==> config.mk <==
export PLATFORM = sky130hd
export DESIGN_NAME = seq_div_16
export DESIGN_NICKNAME = d
export VERILOG_FILES = /design/src/rtl/seq_div_16.sv
export SDC_FILE = /design/constraint.sdc
export NUM_CORES = 1
export LEC_CHECK = 0
export CORE_MARGIN = 5
export CORE_UTILIZATION = 59
export DETAILED_ROUTE_END_ITERATION = 6
export GPL_ROUTABILITY_DRIVEN = 1
export PLACE_DENSITY_LB_ADDON = 0.15
export SKIP_LAST_GASP = 1
export SLEW_MARGIN = 20
export SYNTH_ARGS = -nofsm -noshare
export SYNTH_HDL_FRONTEND = slang
export SYNTH_SLANG_ARGS = --single-unit
==> constraint.sdc <==
create_clock -name clk -period 4.49 [get_ports clk]
set_input_delay 0.898 -clock clk [delete_from_list [all_inputs] [get_ports clk]]
set_output_delay 0.898 -clock clk [all_outputs]
set_load 0.1 [all_outputs]
==> src/rtl/seq_div_16.sv <==
// Multi-cycle unsigned restoring divider: one quotient bit per clock, start/done handshake.
// Divide-by-zero completes in a single cycle with quotient all-ones and remainder = dividend.
module seq_div_16 #(
    parameter int WIDTH = 16
) (
    input  logic             clk,
    input  logic             rst_n,
    input  logic             start,
    input  logic [WIDTH-1:0] dividend,
    input  logic [WIDTH-1:0] divisor,
    output logic             busy,
    output logic             done,
    output logic [WIDTH-1:0] quotient,
    output logic [WIDTH-1:0] remainder,
    output logic             div_by_zero
);
    localparam int CW = $clog2(WIDTH) + 1;

    typedef enum logic [1:0] {IDLE, RUN, DONE} state_t;

    state_t           state, state_nxt;
    logic [CW-1:0]    cnt;
    logic [WIDTH-1:0] rem_acc, quo_acc, dsr;
    logic [WIDTH-1:0] shifted, rem_nxt, quo_nxt;
    logic [WIDTH:0]   trial;
    logic             accept, last;

    // DONE accepts a new request just like IDLE, giving back-to-back operation
    assign accept = start && (state == IDLE || state == DONE);
    assign last   = (cnt == CW'(WIDTH - 1));

    // The partial remainder only has its MSB set after the final iteration, so the
    // bit dropped by the shift is always zero while it matters.
    always_comb begin
        shifted = {rem_acc[WIDTH-2:0], quo_acc[WIDTH-1]};
        trial   = {1'b0, shifted} - {1'b0, dsr};
        rem_nxt = trial[WIDTH] ? shifted : trial[WIDTH-1:0];
        quo_nxt = {quo_acc[WIDTH-2:0], ~trial[WIDTH]};
    end

    always_ff @(posedge clk or negedge rst_n) begin
        if (!rst_n) state <= IDLE;
        else        state <= state_nxt;
    end

    always_comb begin
        state_nxt = state;
        case (state)
            IDLE, DONE: begin
                if (start) state_nxt = (divisor == '0) ? DONE : RUN;
                else       state_nxt = IDLE;
            end
            RUN:     if (last) state_nxt = DONE;
            default: state_nxt = IDLE;
        endcase
    end

    always_comb begin
        busy = (state == RUN);
        done = (state == DONE);
    end

    always_ff @(posedge clk or negedge rst_n) begin
        if (!rst_n) begin
            cnt         <= '0;
            rem_acc     <= '0;
            quo_acc     <= '0;
            dsr         <= '0;
            quotient    <= '0;
            remainder   <= '0;
            div_by_zero <= 1'b0;
        end else if (accept) begin
            if (divisor != '0) begin
                cnt     <= '0;
                rem_acc <= '0;
                quo_acc <= dividend;
                dsr     <= divisor;
            end else begin
                quotient    <= '1;
                remainder   <= dividend;
                div_by_zero <= 1'b1;
            end
        end else if (state == RUN) begin
            rem_acc <= rem_nxt;
            quo_acc <= quo_nxt;
            cnt     <= cnt + CW'(1);
            if (last) begin
                quotient    <= quo_nxt;
                remainder   <= rem_nxt;
                div_by_zero <= 1'b0;
            end
        end
    end
endmodule

==> key figures <==
Run status
  • Status: finished clean

Setup path
  • Worst R2R Start: state[0]
  • Crit path from: divisor[12]
  • Critical Path RT: 4730 ps
  • CP Capture Type: flip-flop
  • Reg2Reg Capture Point: remainder[13]
  • Worst-path fanout max: 20
  • R2R setup slack: 1160 ps
  • WS Path Type: input pin to flip-flop
  • CP Launch Type: input pin
  • Crit path DAT: 3830 ps
  • Worst r2r path cells: 9

Clock network
  • Post-CTS Repair Setup Buffers: 0
  • CTS tree: done
  • Clk_lat worst skew: 360 ps
  • Clock slew at reported path FFs: 90 ps
  • CTS Hold Bufs: 0
  • H-Tree Depth: 3
  • Post-CTS resize count: 0
  • CTS Root Cell: clkbuf_8
  • Total CTS buffers: 9
  • Max Root-Sink Buffers: 2
  • Clk sink count: 87

Flow run
  • Max_cap viols: 0

GRT
  • Vias in the first global route: 4338
  • Total global-route track usage: 26.25%
  • Global-route wire length before repair: 21050 µm
  • Initial antenna violation count: 0
  • Global route overflow: 0
  • Largest net degree at the start of global routing: 57

Timing
  • Final hold viol count: 0
  • RSZ-0062 raised after global routing: no
  • Actual slew at the worst max-slew pin: 1005 ps
  • Fmax: 278.2 MHz
  • Clk_skew: 13.69 ps
  • Setup total negative slack: 0 ps
  • Final cycle utilization of the critical path: 80.06%
  • Final Max Slew Viols: 0
  • Tmin final: 3595 ps
  • Count of final setup violators: 0
  • Rel. slew slack: 32.81%

Yosys
  • Post-Syn Area: 0.004753 mm²
  • Mapped Nets: 598
  • Synth area leaders: dfrtp_1, nand2_1, o21ai_0
  • Async SR Flop Fraction: 100.0%
  • Top-count cell post-synth: nand2_1
  • Post-synthesis cell type count: 55
  • Post-synth top area share: 45.80%
  • Synth top cells by count: nand2_1, dfrtp_1, o21ai_0, nor2_1, a21oi_1
  • Seq/Total Area, Yosys: 45.80%
  • Syn Area/Cell: 8.754 µm²
  • Syn Inst Count: 543
  • Synth area leader: dfrtp_1
  • Synth Register Bits: 87
  • Ys Warns: 0
  • Post-synth EDFFs: 0
  • Ys flop type: dfrtp_1

Cells and area
  • Area Overhead vs Synth: 19.66%
  • Inserted Diodes: 0
  • Layout cells sized above 1: 6.777%
  • Final nets: 656

Place
  • Port bufs: 69
  • DP Wirelength: 9122 µm
  • Final RePlAce weighted congestion: 0.9771

Floorplanning
  • Vert. Die Dim: 99.76 µm
  • Die footprint: 0.009951 mm²
  • Rows: 32
  • IO Count: 70
  • Die width: 99.76 µm
  • Core region area: 0.007767 mm²
  • Initial Util: 61.20%

Detailed routing
  • Wire length per cell: 17.57 µm
  • WL final: 12420 µm
  • First DRT Iteration DRCs: 399
  • DR pass1 iterations: 6
  • Vias: 4283
  • Post-DR vias/cell: 6.058
  • Post-route ant nets: 0
  • DRC: 0

Worst hold path
  • Hold Path Depth: 2
  • Worst Hold Class: flip-flop to flip-flop
  • Hold EP: div_by_zero
  • Hold Startpoint: div_by_zero
-- registers in the layout, summed over array words and instances (netlist names) --
name,count
div_by_zero,1
state,2
quotient,16
quo_acc,16
remainder,16
dsr,16
rem_acc,15
cnt,5
-- metal layers --
metal / up-vias / part of all wire [%] / GRT usage, %
met4: 0 / 2.9 / 9.664
met2: 182 / 48 / 41.41
met1: 2060 / 43 / 35.77
met3: 37 / 6.1 / 5.470
met5: - / 0 / 0
li1: 2004 / - / -
-- placed cells by master, fill, tap and decap left out, types with 10 or more instances in the layout --
master | synthesis | layout
nand3_1 | 15 | 15
a31oi_1 | 16 | 16
dfrtp_1 | 87 | 87
a21oi_1 | 28 | 28
nand2_1 | 113 | 113
clkdlybuf4s50_1 | 0 | 67
nor2_1 | 44 | 44
inv_1 | 24 | 24
ha_1 | 19 | 19
mux2i_1 | 10 | 10
o21ai_0 | 48 | 48
-- how the worst max path moves through the flow --
stage,end,slack [ps],depth (start not counted)
2_1_floorplan,done,1870,1
3_3_place_gp,remainder[13],660,9
3_5_place_dp,remainder[13],560,9
4_1_cts,remainder[13],930,9
5_1_grt,remainder[13],710,9
6_report,remainder[13],900,9
-- critical path: stages --
cell	delay, ps
clkdlybuf4s50_1	420
nor4_1	390
nand4_1	250
or2_1	470
and2_1	420
inv_2	380
mux2_2	380
a31oi_1	130
o21ai_0	100
-- stage by stage --
step	util (%)	setup slack, ps	hold slack (ps)	area [µm²]	instances
global placement	70.46	657.2	469.6	5473	692
finish	73.23	895.4	492.3	5688	707
CTS	73.23	930.8	496.7	5688	707
floorplan	-	1865	468.8	4753	543
global route	73.23	708.1	533.9	5688	707
detailed placement	70.46	555.7	474.0	5473	692
-- cells by family (layout without fill, tap and decap cells) --
logic type / count (synthesis) / in the layout / share of synthesized area, %
xor+xnor: 9 / 9 / 1.658
simple gates: 216 / 216 / 19.66
buf+inv: 54 / 116 / 5.106
flops: 87 / 87 / 45.80
fa+ha+maj: 20 / 20 / 5.423
compound gates: 143 / 143 / 19.29
mux: 14 / 14 / 3.053
-- layout make-up --
type,count,area [µm²]
Multi-Input combinational cell,402,2336
Sequential cell,87,2177
Fill cell,606,2079
Timing Repair Buffer,76,738.2
Tap cell,102,127.6
Clock buffer,9,123.9
Inverter,25,93.84
Clock inverter,6,91.34
Power is left out: the tool's default activity adds up to more than one toggle a clock period on the data nets, which glitch-free logic cannot reach.
